### config.mk
export PLATFORM = sky130hd
export DESIGN_NAME = fixed_point_divider_flat
export DESIGN_NICKNAME = d
export VERILOG_FILES = /design/src/rtl/fixed_point_divider_pkg.sv /design/src/rtl/fixed_point_divider_if.sv /design/src/rtl/fixed_point_divider_step.sv /design/src/rtl/fixed_point_divider.sv /design/src/flat_wrapper.sv
export SDC_FILE = /design/constraint.sdc
export NUM_CORES = 1
export LEC_CHECK = 0
export ABC_AREA = 1
export CAP_MARGIN = 5
export CORE_MARGIN = 10
export CORE_UTILIZATION = 64
export CTS_CLUSTER_DIAMETER = 200
export CTS_CLUSTER_SIZE = 24
export DETAILED_ROUTE_END_ITERATION = 8
export GPL_ROUTABILITY_DRIVEN = 0
export PLACE_DENSITY = 0.95
export SYNTH_ARGS = -nofsm -noshare
export SYNTH_HDL_FRONTEND = slang
export SYNTH_HIERARCHICAL = 1
export SYNTH_SLANG_ARGS = --single-unit
### constraint.sdc
create_clock -name clk -period 4.7 [get_ports clk]
set_clock_uncertainty 0.15 [all_clocks]
set_input_delay 0.47 -clock clk [delete_from_list [all_inputs] [get_ports clk]]
set_output_delay 0.47 -clock clk [all_outputs]
set_load 0.02 [all_outputs]
### src/rtl/fixed_point_divider_pkg.sv
// Shared types and helpers for the iterative fixed-point divider.
package div_pkg;

    // Controller states
    typedef enum logic [1:0] {
        IDLE = 2'd0,
        RUN  = 2'd1,
        DONE = 2'd2
    } state_t;

    // Largest supported fractional extension of the dividend
    localparam int FRAC_MAX = 32;

    // Number of restoring steps: integer bits, fractional bits, plus one round bit
    function automatic int iter_count(input int num_w, input int frac_bits);
        return num_w + frac_bits + 1;
    endfunction

    // All-ones pattern of the given width (widths up to 64)
    function automatic logic [63:0] all_ones(input int w);
        if (w >= 64) begin
            return '1;
        end
        return (64'd1 << w) - 64'd1;
    endfunction

endpackage

### src/rtl/fixed_point_divider_if.sv
// Start/ack coprocessor interface of the fixed-point divider.
interface fixed_point_divider_if #(
    parameter int NUM_W  = 16,
    parameter int DEN_W  = 16,
    parameter int QUOT_W = 16
);
    logic              start;
    logic              round;
    logic [NUM_W-1:0]  dividend;
    logic [DEN_W-1:0]  divisor;
    logic [QUOT_W-1:0] quotient;
    logic              ovf;
    logic              div_zero;
    logic              busy;
    logic              ack;

    modport master (
        output start, round, dividend, divisor,
        input  quotient, ovf, div_zero, busy, ack
    );

    modport slave (
        input  start, round, dividend, divisor,
        output quotient, ovf, div_zero, busy, ack
    );
endinterface

### src/rtl/fixed_point_divider_step.sv
// One combinational restoring-division step.
module div_step #(
    parameter int DEN_W = 16
) (
    input  logic [DEN_W-1:0] rem,
    input  logic             bit_in,
    input  logic [DEN_W-1:0] divisor,
    output logic [DEN_W-1:0] rem_next,
    output logic             q_bit
);
    logic [DEN_W:0] trial;
    logic [DEN_W:0] diff;

    // Shift the next numerator bit in and subtract when the divisor fits;
    // the remainder always stays below the divisor, so DEN_W bits hold it.
    always_comb begin
        trial    = {rem, bit_in};
        diff     = trial - {1'b0, divisor};
        q_bit    = (trial >= {1'b0, divisor});
        rem_next = q_bit ? diff[DEN_W-1:0] : trial[DEN_W-1:0];
    end
endmodule

### src/rtl/fixed_point_divider.sv
// Iterative restoring divider: quotient = floor(dividend * 2^FRAC_BITS / divisor),
// with optional round-half-up and saturation to QUOT_W bits (QUOT_W <= 64).
module fixed_point_divider
    import div_pkg::*;
#(
    parameter int NUM_W     = 16,
    parameter int DEN_W     = 16,
    parameter int QUOT_W    = 16,
    parameter int FRAC_BITS = 15
) (
    input  logic                 clk,
    input  logic                 reset,
    fixed_point_divider_if.slave bus
);
    localparam int ITER  = iter_count(NUM_W, FRAC_BITS);
    localparam int CNT_W = $clog2(ITER + 1);
    // Rounded-result width: wide enough for the carry and for the saturation test
    localparam int WW    = (ITER > QUOT_W) ? ITER : QUOT_W + 1;

    state_t           state;
    logic [ITER-1:0]  num_sr;
    logic [ITER-1:0]  q_acc;
    logic [DEN_W-1:0] rem;
    logic [DEN_W-1:0] den;
    logic             rnd;
    logic [CNT_W-1:0] cnt;

    logic [DEN_W-1:0] rem_next;
    logic             q_bit;
    logic [WW-1:0]    q_round;
    logic             sat;

    div_step #(.DEN_W(DEN_W)) u_step (
        .rem      (rem),
        .bit_in   (num_sr[ITER-1]),
        .divisor  (den),
        .rem_next (rem_next),
        .q_bit    (q_bit)
    );

    // Final result: raw quotient plus round bit when rounding, then overflow test
    always_comb begin
        q_round = WW'(q_acc[ITER-1:1]) + WW'(rnd & q_acc[0]);
        sat     = |(q_round >> QUOT_W);
    end

    // Controller and datapath; all outputs registered
    always_ff @(posedge clk or negedge reset) begin
        if (!reset) begin
            state        <= IDLE;
            num_sr       <= '0;
            q_acc        <= '0;
            rem          <= '0;
            den          <= '0;
            rnd          <= 1'b0;
            cnt          <= '0;
            bus.quotient <= '0;
            bus.ovf      <= 1'b0;
            bus.div_zero <= 1'b0;
            bus.busy     <= 1'b0;
            bus.ack      <= 1'b0;
        end else begin
            case (state)
                IDLE: begin
                    if (bus.start) begin
                        den          <= bus.divisor;
                        rnd          <= bus.round;
                        num_sr       <= {bus.dividend, {(FRAC_BITS + 1){1'b0}}};
                        q_acc        <= '0;
                        rem          <= '0;
                        bus.ovf      <= 1'b0;
                        bus.quotient <= '0;
                        if (bus.divisor == '0) begin
                            bus.quotient <= QUOT_W'(all_ones(QUOT_W));
                            bus.div_zero <= 1'b1;
                            bus.ack      <= 1'b1;
                            state        <= DONE;
                        end else begin
                            bus.div_zero <= 1'b0;
                            cnt          <= CNT_W'(ITER);
                            bus.busy     <= 1'b1;
                            state        <= RUN;
                        end
                    end
                end
                RUN: begin
                    // ITER steps, then one cycle to form the result
                    if (cnt == '0) begin
                        bus.busy <= 1'b0;
                        bus.ack  <= 1'b1;
                        state    <= DONE;
                        if (sat) begin
                            bus.quotient <= QUOT_W'(all_ones(QUOT_W));
                            bus.ovf      <= 1'b1;
                        end else begin
                            bus.quotient <= q_round[QUOT_W-1:0];
                        end
                    end else begin
                        rem    <= rem_next;
                        q_acc  <= {q_acc[ITER-2:0], q_bit};
                        num_sr <= {num_sr[ITER-2:0], 1'b0};
                        cnt    <= cnt - 1'b1;
                    end
                end
                DONE: begin
                    // Hold the result until start drops, so a held start cannot relaunch
                    if (!bus.start) begin
                        bus.ack <= 1'b0;
                        state   <= IDLE;
                    end
                end
                default: begin
                    state <= IDLE;
                end
            endcase
        end
    end
endmodule

### src/flat_wrapper.sv
// flat-port wrapper written by rule: the top's interface ports become plain ports
module fixed_point_divider_flat import div_pkg::*;
#(
    parameter int NUM_W     = 16,
    parameter int DEN_W     = 16,
    parameter int QUOT_W    = 16,
    parameter int FRAC_BITS = 15
)
  (clk, reset, bus_start, bus_round, bus_dividend, bus_divisor, bus_quotient, bus_ovf, bus_div_zero, bus_busy, bus_ack);
  fixed_point_divider_if #(.NUM_W(NUM_W), .DEN_W(DEN_W), .QUOT_W(QUOT_W)) bus_i ();
  input  logic clk;
  input  logic reset;
  input wire logic [$bits(bus_i.start)-1:0] bus_start;
  input wire logic [$bits(bus_i.round)-1:0] bus_round;
  input wire logic [$bits(bus_i.dividend)-1:0] bus_dividend;
  input wire logic [$bits(bus_i.divisor)-1:0] bus_divisor;
  output wire logic [$bits(bus_i.quotient)-1:0] bus_quotient;
  output wire logic [$bits(bus_i.ovf)-1:0] bus_ovf;
  output wire logic [$bits(bus_i.div_zero)-1:0] bus_div_zero;
  output wire logic [$bits(bus_i.busy)-1:0] bus_busy;
  output wire logic [$bits(bus_i.ack)-1:0] bus_ack;
  assign bus_i.start = bus_start;
  assign bus_i.round = bus_round;
  assign bus_i.dividend = bus_dividend;
  assign bus_i.divisor = bus_divisor;
  assign bus_quotient = bus_i.quotient;
  assign bus_ovf = bus_i.ovf;
  assign bus_div_zero = bus_i.div_zero;
  assign bus_busy = bus_i.busy;
  assign bus_ack = bus_i.ack;
  fixed_point_divider #(.NUM_W(NUM_W), .DEN_W(DEN_W), .QUOT_W(QUOT_W), .FRAC_BITS(FRAC_BITS)) u_core (.clk(clk), .reset(reset), .bus(bus_i));
endmodule
==> results of run 1 <==
registers in the layout, indices dropped and copies added, names as in the netlist:
name,cells
u_core/q_acc,32
u_core/bus.quotient,16
u_core/den,16
u_core/num_sr,16
u_core/rem,16
u_core/cnt,6
u_core/state,2
u_core/bus.ack,1
u_core/bus.busy,1
u_core/bus.div_zero,1
u_core/bus.ovf,1
u_core/rnd,1
final cells by class:
type	instances	area, um^2
multi-input cells	725	3640
fillers	842	3020
flip-flops and latches	109	2730
repair buffers	60	586
inverters	134	503
well taps	140	175
clock buffers	10	138
clock inverters	6	52.6
path summary, 6_finish.rpt:
check | endpoint | slack, ns | depth (start not counted)
worst max-delay path | u_core/q_acc[28] | 1.86 | 12
worst min-delay path | u_core/cnt[3] | 0.08 | 1
worst max register to register | u_core/q_acc[28] | 1.86 | 12
worst min register to register | u_core/bus.quotient[2] | 0.34 | 2
max in group asynchronous | u_core/q_acc[20] | 3.34 | 2
min in group clk | u_core/bus.quotient[2] | 0.34 | 2
per-stage QoR:
step | area [um^2] | power, W
floorplan | 7060 | 0.00347
global placement | 7630 | 0.00394
detailed placement | 7630 | 0.00404
CTS | 7820 | 0.00463
global route | 7820 | 0.00509
finish | 7820 | 0.00467
cells in the mapped netlist:
master	n
and2_1	2
nand2_2	12
mux2_2	2
o21ai_0	68
nand3b_1	2
or2_2	1
o21ai_1	1
inv_1	131
nand2_1	354
nor2_8	4
o22ai_1	2
clkbuf_1	23
o31ai_1	6
inv_2	3
o21bai_1	1
xor2_1	18
nor3b_1	1
a211oi_1	1
nor2_2	12
buf_2	1
nand3_1	61
nand2_4	5
xnor2_1	3
buf_12	1
buf_6	4
nor2_1	75
o21a_1	1
nand3_2	2
nor2_4	6
buf_8	1
a21oi_1	14
dfrtp_1	109
nand4_1	26
nor3_1	4
buf_4	2
buf_1	3
fa_1	1
a31oi_1	17
ha_1	23
report_power, final:
| part | switching (W) | internal, W |
|---|---|---|
| clock | 0.000352 | 0.000217 |
| sequential | 0.000167 | 0.00122 |
| combinational | 0.00184 | 0.000871 |
logic make-up after synthesis:
kind of cell             Yosys count
AO/OA/AOI/OAI                    111
adder cells (fa/ha/maj)           24
buffers and inverters            169
XOR/XNOR                          21
flip-flops                       109
multiplexers                       2
AND/OR/NAND/NOR                  567
metal layers:
metal | share of wire (%) | vias up | track usage (%)
met4 | 2.4 | 0 | 7.99
met1 | 42 | 3096 | 28.0
met2 | 47 | 291 | 34.3
met5 | 0 | - | 0
met3 | 8.1 | 47 | 5.62
li1 | - | 3230 | -
worst reg2reg max path, cell delays in order, from the launching register on:
cell and delay [ns]:
dfrtp_1 0.38, inv_1 0.07, ha_2 0.18, inv_2 0.33, nand2_1 0.10, nand2_1 0.11, inv_1 0.06, o21ai_2 0.05
buf_4 0.40, inv_2 0.20, buf_4 0.38, nand3_1 0.19, o21ai_0 0.12
==> impl_metrics.ini, run 1 <==
[critical_path]
crit_path_max_incr_delay_ns = 0.40
cp_top_family = buffers and inverters
r2r-start = u_core/state[1]
crit_chain = inv_1 -> ha_2 -> inv_2 -> nand2_1 -> nand2_1 -> inv_1 -> o21ai_2 -> buf_4 -> inv_2 -> buf_4 -> nand3_1 -> o21ai_0
cp_num_buf_inv = 6
critPathRequiredTime_ns = 4.81
worst-setup-path-type = reg -> reg
path_max_fanout = 72
cp_slowest_cell = buf_4
crit_path_start = u_core/state[1]
worstSetupStartpointType = register
arrival_ns = 2.95
endpoint_kind = register

[floorplanning]
io_pins = 56
die_area_um2 = 15600
core.rowCount = 38
die_y_um = 125
dieWidth_um = 125
core_um2 = 10800
initial_core_util_pct = 65.1

[routing]
wl_per_cell_um = 14.5
wirelength_mm = 17.1
viasPerCell = 5.63
drc = 0
drt_first_pass_iters = 5
routed-via-count = 6664
ant_nets = 0
initialDrtViolationCount = 817

[place]
pre_cts_slack_ns = 1.85
port-buffer-count = 55
dp_hpwl_mm = 12.3
post-place-cells = 1168

[global_route]
grt_use_total_pct = 21.7
overflow = 0
antenna_found_initial = 0
grt_pass1_vias = 6169
grt_max_degree = 83
grt_pass1_wl_mm = 28.8

[sta]
max_freq_ghz = 0.352
setup_viol = 0
fin_ws_ns = 1.86
drv_slew = 0
finalCriticalPeriod_ns = 2.84
worst_pin_slew_ns = 1.04
setup_tns_ns = 0
rsz0062_at_grt = no
period_share_pct = 60.4
max_slew_margin_pct = 31.0
hold_viol = 0
holdWs_ns = 0.0843

[logic_synthesis]
synth_top_cell_area_share_pct = 38.6
syn-cell-area_um2 = 7060
yosys-top-cells-area = dfrtp_1 (39%), nand2_1 (19%), inv_1 (7.0%)
synth_xor_area_share_pct = 2.61
synthAdderAreaFrac_pct = 4.36
synth_compound_area_share_pct = 8.53
synth_cell_types = 39
synth_simple_gate_area_share_pct = 35.6
synth_mux_area_share_pct = 0.319
synth-seq-cells = 109
synth_top_family_by_area = simple AND/OR/NAND/NOR gates
syn_nets = 1063
syn_inst = 1003
syn_area_per_cell_um2 = 7.04
yosys.area.top_type = dfrtp_1
yosys_warnings = 6
ys_seq_area_share_pct = 38.6

[cts]
postCtsHoldBufs = 0
cts_tree = done
clk_latency_ns = 0.41
cts_max_level = 3
ctsResizeCount = 0
clock-sinks = 109
cts_buffer_depth = 2
post_cts_buffers = 0
clkTransAtPathRegs_ns = 0.11
clock-root-buffer = clkbuf_8
cts_made_buffers = 9

[pwr]
p_leak_nw = 3.92
power.density_nw_per_um2 = 597
peakVddDrop_mv = 0.587

[worst_hold_path]
hold_path_class = in -> async

[run_status]
status = complete, no violations

[finish]
layout_commonest_cell = nand2_1
final_nets = 1099
finish.utilization_pct = 72.1
drive_gt1_share_pct = 6.90
final_cell_mix = nand2_1 (354), inv_1 (130), dfrtp_1 (109), nor2_1 (75), o21ai_0 (67)
syn_to_final_growth_pct = 10.8
fin_cells = 1184
diodes = 0

[job]
drv_cap = 0
(Power assumes the default switching activity.)
==> run 2, diff against run 1 <==
--- a/config.mk
+++ b/config.mk
@@ -8,12 +8,12 @@
 export ABC_AREA = 1
 export CAP_MARGIN = 5
 export CORE_MARGIN = 10
-export CORE_UTILIZATION = 64
+export CORE_UTILIZATION = 54
 export CTS_CLUSTER_DIAMETER = 200
 export CTS_CLUSTER_SIZE = 24
 export DETAILED_ROUTE_END_ITERATION = 8
 export GPL_ROUTABILITY_DRIVEN = 0
-export PLACE_DENSITY = 0.95
+export PLACE_DENSITY = 0.88
 export SYNTH_ARGS = -nofsm -noshare
 export SYNTH_HDL_FRONTEND = slang
 export SYNTH_HIERARCHICAL = 1
==> constraint.sdc (replaced) <==
create_clock -name clk -period 2.6 [get_ports clk]
set_clock_uncertainty 0.15 [all_clocks]
set_input_delay 0.26 -clock clk [delete_from_list [all_inputs] [get_ports clk]]
set_output_delay 0.26 -clock clk [all_outputs]
set_load 0.02 [all_outputs]
==> run 2 against run 1 <==
Against the previous run:
- sequential share of layout area is 1.8 points lower
- sequential power grew 81%
- core utilization down 7.4 points
- critical path type unchanged
- critical endpoint is now u_core/bus.quotient[6]
==> impl_metrics.ini, run 2 (synthesis results as in run 1) <==
[run_status]
status = complete, no violations

[routing]
ant_nets = 0
routed-via-count = 6620
viasPerCell = 5.37
wirelength_mm = 17.6
wl_per_cell_um = 14.2
initialDrtViolationCount = 703
drc = 0
drt_first_pass_iters = 5

[sta]
rsz0062_at_grt = yes
max_freq_ghz = 0.392
worst_pin_slew_ns = 0.842
fin_ws_ns = 0.0464
setup_viol = 0
hold_viol = 0
period_share_pct = 98.2
max_slew_margin_pct = 43.9
holdWs_ns = 0.312
drv_slew = 0
setup_tns_ns = 0
finalCriticalPeriod_ns = 2.55

[cts]
cts_made_buffers = 9
cts_tree = done
clock-root-buffer = clkbuf_16
clk_latency_ns = 0.36
cts_max_level = 3
cts_buffer_depth = 2
clock-sinks = 109
clkTransAtPathRegs_ns = 0.07

[place]
dpl_cell_area_um2 = 7740
post-place-cells = 1206
dp_hpwl_mm = 12.2
port-buffer-count = 55
pre_cts_slack_ns = 0.0267

[worst_hold_path]
hold_path_class = in -> async

[critical_path]
r2r_slack_ns = 0.05
crit_path_end = u_core/bus.quotient[6]
worst-setup-path-type = reg -> reg
r2r_cells = 17
path_max_fanout = 8
crit_chain = nand2_1 -> inv_2 -> ha_4 -> ha_4 -> nand2_4 -> nor2_4 -> nand2_4 -> nor2_4 -> nand2_1 -> nand2_1 -> nand2_1 -> nor2_1 -> nand2_2 -> nor2_4 -> nand4_1 -> nand2_1 -> nand2_1
crit_path_max_incr_delay_ns = 0.35
r2r-end = u_core/bus.quotient[6]
arrival_ns = 2.66
critPathRequiredTime_ns = 2.70
crit_path_start = u_core/q_acc[0]
r2r-start = u_core/q_acc[0]
endpoint_kind = register
worstSetupStartpointType = register
critPathMostFrequentCell = nand2_1
cp_slowest_cell = dfrtp_1

[global_route]
grt_pass1_vias = 6222
use_met1_pct = 25.2
grt_pass1_wl_mm = 29.3
overflow = 0
antenna_found_initial = 0
met2_usage_pct = 30.8
met3_usage_pct = 4.74
grt_use_total_pct = 19.4
grt_max_degree = 83
grt_busiest_layer = met2

[finish]
largest_register_ffs = 32
final_cell_area_um2 = 8230
fin_cells = 1233
drive_gt1_share_pct = 8.86
diodes = 0
final_cell_mix = nand2_1 (352), inv_1 (128), dfrtp_1 (109), nor2_1 (74), o21ai_0 (66)
syn_to_final_growth_pct = 16.7
regMostFlops = u_core/q_acc
final_nets = 1116
layout_commonest_cell = nand2_1

[floorplanning]
core_um2 = 12700
core.rowCount = 41
dieWidth_um = 134
io_pins = 56
die_area_um2 = 18000
initial_core_util_pct = 55.5
die_y_um = 134

[pwr]
peakVddDrop_mv = 0.654
p_leak_nw = 4.10
power.density_nw_per_um2 = 1100

[job]
drv_cap = 0
-- run 2: report_power, final --
part / leakage, nW / internal, W / total [W] / switching (W)
Clock: 0.157 / 0.000858 / 0.00153 / 0.000669
Combinational: 2.52 / 0.00171 / 0.00505 / 0.00334
Sequential: 1.42 / 0.00221 / 0.00251 / 0.000306
Total: 4.10 / 0.00478 / 0.00909 / 0.00431
-- run 2: critical path, delay by kind of cell, from the launching register on --
kind	cells	cell delay, ns
and+or+nand+nor	14	1.58
DFF	1	0.35
adders and majority gates	2	0.29
buffers and inverters	1	0.07
-- run 2: how the worst min path moves through the flow --
stage                                    to  cells past startpoint             from
final                       u_core/state[0]                      2            reset
after CTS                 u_core/num_sr[23]                      3  bus_dividend[7]
after global routing      u_core/num_sr[22]                      3  bus_dividend[6]
after global placement       u_core/bus.ack                      1            reset
after floorplan              u_core/bus.ack                      0            reset
after detailed placement     u_core/bus.ack                      1            reset
-- run 2: final cells by class --
type                       instances  area [um^2]
fill                            1071         4490
multi-input combinational        726         3690
sequential                       109         2730
timing repair buffer              75          763
inverter                         134          507
clock buffer                      10          229
tap                              172          215
clock inverter                     6         95.1
timing repair inverter             1         7.51
-- run 2: metrics by stage --
stage	total power [W]	util, %
after floorplan	0.00627	-
after global placement	0.00722	60.8
after detailed placement	0.00739	60.8
after CTS	0.00897	63.7
after global routing	0.00989	64.7
final	0.00909	64.7
-- run 2: what timing repair did --
item / in CTS / in global routing
endpoints found under the hold margin: 47 / 0
gates resized for setup: 0 / 15
setup endpoints to repair: 16 / 31
buffers inserted: 2 / 5
pin swaps: 1 / 18
gates cloned: 0 / 3
hold buffers: 1 / 0
-- run 2: routing by layer --
metal | share of wire, % | wire [um]
met5 | 0 | 0
met4 | 2.2 | 378
met3 | 7.2 | 1270
met2 | 46 | 8160
met1 | 44 | 7760
==> edit 1, RTL diff (flow settings as in run 2) <==
`NUM_W` is set to 16 in 3 places; all go to 8.
--- a/src/rtl/fixed_point_divider_if.sv
+++ b/src/rtl/fixed_point_divider_if.sv
@@ -2,3 +2,3 @@
 interface fixed_point_divider_if #(
-    parameter int NUM_W  = 16,
+    parameter int NUM_W  = 8,
     parameter int DEN_W  = 16,
--- a/src/rtl/fixed_point_divider.sv
+++ b/src/rtl/fixed_point_divider.sv
@@ -5,3 +5,3 @@
 #(
-    parameter int NUM_W     = 16,
+    parameter int NUM_W     = 8,
     parameter int DEN_W     = 16,
--- a/src/flat_wrapper.sv
+++ b/src/flat_wrapper.sv
@@ -3,3 +3,3 @@
 #(
-    parameter int NUM_W     = 16,
+    parameter int NUM_W     = 8,
     parameter int DEN_W     = 16,
Ports: changed (resized bus_dividend); port bits go from 56 to 48. No check against the original RTL was run, so the function may have changed too.
==> edit 1 against run 2 <==
  * Global-route usage shrank 2.6 points
  * Hold slack lost 0.084 ns
  * Count of clock-buffer cells in the layout grew 2
  * Critical path type unchanged
  * Combinational power grew 23%
  * Total power grew 7.4%
  * Wire length shrank 24%
  * Largest power group unchanged
  * Area after synthesis shrank 14%
  * Sequential share of layout area grew 0.22 points
  * Sequential cell count shrank 17
  * Setup slack gained 0.17 ns
  * Maximum frequency grew 7.1%
  * Cell area shrank 16%
==> edit 1: results (changes against run 2) <==
<table>
<tr><th>Metric</th><th>Value</th></tr>
<tr><th colspan="2">Worst setup path</th></tr>
<tr><td>Largest fanout of any net on the critical path</td><td>11 (was 8)</td></tr>
<tr><td>Register-to-Register Setup Slack</td><td>0.22 ns (was 0.05 ns)</td></tr>
<tr><th colspan="2">Routing</th></tr>
<tr><td>DRT met1 WL</td><td>6.00 mm (was 7.76 mm)</td></tr>
<tr><td>Average via count per standard cell</td><td>5.20 (was 5.37)</td></tr>
<tr><td>DRC marker count from the first detailed-route iteration</td><td>379 (was 703)</td></tr>
<tr><td>Met3 routed WL</td><td>565 um (was 1.27 mm)</td></tr>
<tr><td>Average wire per cell in the routed design</td><td>13.2 um (was 14.2 um)</td></tr>
<tr><th colspan="2">Run status</th></tr>
<tr><td>Status</td><td>finished, final reports clean (unchanged)</td></tr>
<tr><th colspan="2">Global routing</th></tr>
<tr><td>Number of global-route vias before repair</td><td>5014 (was 6222)</td></tr>
<tr><td>GRT Resource Usage Total</td><td>16.8% (was 19.4%)</td></tr>
<tr><td>Wire length of the first global-routing pass</td><td>23.0 mm (was 29.3 mm)</td></tr>
<tr><td>Met2 Use GR</td><td>28.4% (was 30.8%)</td></tr>
<tr><td>Met1 usage in global routing</td><td>21.3% (was 25.2%)</td></tr>
<tr><th colspan="2">Layout</th></tr>
<tr><td>Total area of multi-input combinational cells</td><td>3070 um^2 (was 3690 um^2)</td></tr>
<tr><td>Post-layout net count</td><td>918 (was 1116)</td></tr>
<tr><td>Largest register FFs</td><td>24 (was 32)</td></tr>
<tr><th colspan="2">Power</th></tr>
<tr><td>Worst vdd ir</td><td>711 uV (was 654 uV)</td></tr>
<tr><td>Logic pwr share</td><td>63.6% (was 55.6%)</td></tr>
<tr><td>Leak Pwr</td><td>3.61 nW (was 4.10 nW)</td></tr>
<tr><th colspan="2">Synthesis</th></tr>
<tr><td>Fraction of the yosys area taken by sequential cells</td><td>38.1% (was 38.6%)</td></tr>
<tr><td>Post-synthesis net count</td><td>869 (was 1063)</td></tr>
<tr><td>Leading cell types by total area after synthesis</td><td>dfrtp_1 (38%), nand2_1 (15%), inv_1 (7.9%) (was dfrtp_1 (39%), nand2_1 (19%), inv_1 (7.0%))</td></tr>
<tr><td>Mean instance size in the synthesized netlist</td><td>7.36 um^2 (was 7.04 um^2)</td></tr>
<tr><td>Most common library cells after synthesis</td><td>nand2_1 (240), inv_1 (127), dfrtp_1 (92), nor2_1 (64), nand3_1 (63) (was nand2_1 (354), inv_1 (131), dfrtp_1 (109), nor2_1 (75), o21ai_0 (68))</td></tr>
<tr><th colspan="2">Place</th></tr>
<tr><td>Placed inst area</td><td>6640 um^2 (was 7740 um^2)</td></tr>
<tr><td>Setup Slack @ Placement</td><td>0.131 ns (was 0.0267 ns)</td></tr>
<tr><th colspan="2">STA</th></tr>
<tr><td>Worst relative slew slack</td><td>51.9% (was 43.9%)</td></tr>
</table>
edit 1: kinds of logic after synthesis:
logic type	after synthesis	synth area share, %
AND/OR/NAND/NOR	438	34.2
AO/OA/AOI/OAI	86	8.77
XOR/XNOR	23	3.46
adder cells (fa/ha/maj)	21	4.48
flip-flops	92	38.1
buffers and inverters	160	11.0
edit 1: how the worst min path moves through the flow:
stage | startpoint | endpoint | slack, ns | cells past startpoint
after floorplan | reset | u_core/bus.ack | -0.19 | 0
after global placement | reset | u_core/num_sr[21] | 0.09 | 1
after detailed placement | reset | u_core/num_sr[20] | 0.09 | 1
after CTS | reset | u_core/num_sr[20] | 0.24 | 2
after global routing | reset | u_core/num_sr[20] | 0.27 | 2
final | reset | u_core/num_sr[18] | 0.23 | 2
edit 1: layout make-up:
type / count / share of cell area, %
Sequential cell: 92 / 33.3
Tap cell: 140 / 2.54
Timing Repair Buffer: 62 / 9.17
Multi-Input combinational cell: 568 / 44.5
Inverter: 136 / 7.39
Clock inverter: 4 / 0.797
Clock buffer: 12 / 2.25
==> edit 2, RTL diff (config.mk and constraints of run 2) <==
Without the edit above. The 3 states of `state_t` get a one-hot encoding in 3 bits.
--- a/src/rtl/fixed_point_divider_pkg.sv
+++ b/src/rtl/fixed_point_divider_pkg.sv
@@ -4,6 +4,6 @@
     // Controller states
-    typedef enum logic [1:0] {
-        IDLE = 2'd0,
-        RUN  = 2'd1,
-        DONE = 2'd2
+    typedef enum logic [2:0] {
+        IDLE = 3'b001,
+        RUN  = 3'b010,
+        DONE = 3'b100
     } state_t;
Behaviour: no difference found for any inputs over 10 cycles, from zero or initial values and one cycle with reset low; not proved beyond that.
==> edit 2 against run 2 <==
  * Via count decreased by 3.2%
  * Area after synthesis decreased by 5.1%
  * Synthesized cell count decreased by 8.2%
  * Critical endpoint is now u_core/bus.ovf
  * Wire length increased by 2.6%
  * Setup slack improved by 0.094 ns
  * Total power decreased by 18%
  * Sequential cell count increased by 1
  * Maximum frequency increased by 3.8%
  * Cell area decreased by 4.9%
  * Die area decreased by 4.4%
==> edit 2: results (changes against run 2) <==
<table>
<tr><th>Metric</th><th>Value</th></tr>
<tr><th colspan="2">Run status</th></tr>
<tr><td>Status</td><td>finished, final reports clean (unchanged)</td></tr>
<tr><th colspan="2">STA</th></tr>
<tr><td>Worst relative slew slack</td><td>59.3% (was 43.9%)</td></tr>
<tr><th colspan="2">Synthesis</th></tr>
<tr><td>Fraction of the yosys area taken by sequential cells</td><td>41.1% (was 38.6%)</td></tr>
<tr><td>Leading cell types by total area after synthesis</td><td>dfrtp_1 (41%), nand2_1 (15%), inv_1 (8.2%) (was dfrtp_1 (39%), nand2_1 (19%), inv_1 (7.0%))</td></tr>
<tr><th colspan="2">Place</th></tr>
<tr><td>Estimated wirelength of the detail-placed design</td><td>12.7 mm (was 12.2 mm)</td></tr>
<tr><td>Placed Cells</td><td>1130 (was 1206)</td></tr>
<tr><th colspan="2">Global routing</th></tr>
<tr><td>Number of global-route vias before repair</td><td>6138 (was 6222)</td></tr>
<tr><td>Met1 usage in global routing</td><td>24.9% (was 25.2%)</td></tr>
<tr><td>Maximum number of pins on one net before global-route repair</td><td>63 (was 83)</td></tr>
<tr><td>GRT Resource Usage Total</td><td>20.4% (was 19.4%)</td></tr>
<tr><td>M3 GR Usage</td><td>4.15% (was 4.74%)</td></tr>
<tr><td>Wire length of the first global-routing pass</td><td>29.7 mm (was 29.3 mm)</td></tr>
<tr><th colspan="2">Power</th></tr>
<tr><td>Worst vdd ir</td><td>550 uV (was 654 uV)</td></tr>
<tr><td>Fraction of power spent switching nets</td><td>44.2% (was 47.4%)</td></tr>
<tr><td>Leak Pwr</td><td>3.77 nW (was 4.10 nW)</td></tr>
<tr><td>Power share of the clock group</td><td>18.2% (was 16.8%)</td></tr>
<tr><td>Logic pwr share</td><td>48.7% (was 55.6%)</td></tr>
<tr><th colspan="2">Routing</th></tr>
<tr><td>Number of search-and-repair iterations in the first detailed-routing pass</td><td>6 (was 5)</td></tr>
<tr><td>Wire length on met2</td><td>8.83 mm (was 8.16 mm)</td></tr>
<tr><td>DRT met1 WL</td><td>7.48 mm (was 7.76 mm)</td></tr>
<tr><td>DRC marker count from the first detailed-route iteration</td><td>668 (was 703)</td></tr>
<tr><td>Average via count per standard cell</td><td>5.56 (was 5.37)</td></tr>
<tr><td>Met3 routed WL</td><td>1.03 mm (was 1.27 mm)</td></tr>
<tr><th colspan="2">Clock tree</th></tr>
<tr><td>Post-CTS Setup Bufs</td><td>0 (was 2)</td></tr>
<tr><th colspan="2">Worst setup path</th></tr>
<tr><td>Arrival time worst endpoint</td><td>2.56 ns (was 2.66 ns)</td></tr>
</table>
## edit 2: final timing paths
kind	to	slack (ns)	depth (start not counted)
max	u_core/bus.ovf	0.14	19
min	u_core/cnt[2]	0.25	2
max reg2reg	u_core/bus.ovf	0.14	19
min reg2reg	u_core/den[6]	0.34	2
max in group asynchronous	u_core/den[3]	1.43	3
min in group clk	u_core/den[4]	0.33	3
## edit 2: cell families after synthesis
family,Yosys count,synth area share [%]
adder cells (fa/ha/maj),21,4.04
AO/OA/AOI/OAI,149,13.5
multiplexers,2,0.336
XOR/XNOR,10,1.31
AND/OR/NAND/NOR,453,29.1
buffers and inverters,176,10.6
flip-flops,110,41.1
## edit 2: final cells by class
type / instances / area [um^2]
fillers: 991 / 4230
multi-input cells: 637 / 3330
flip-flops and latches: 110 / 2750
repair buffers: 71 / 683
inverters: 150 / 566
clock buffers: 10 / 229
well taps: 168 / 210
clock inverters: 6 / 62.6
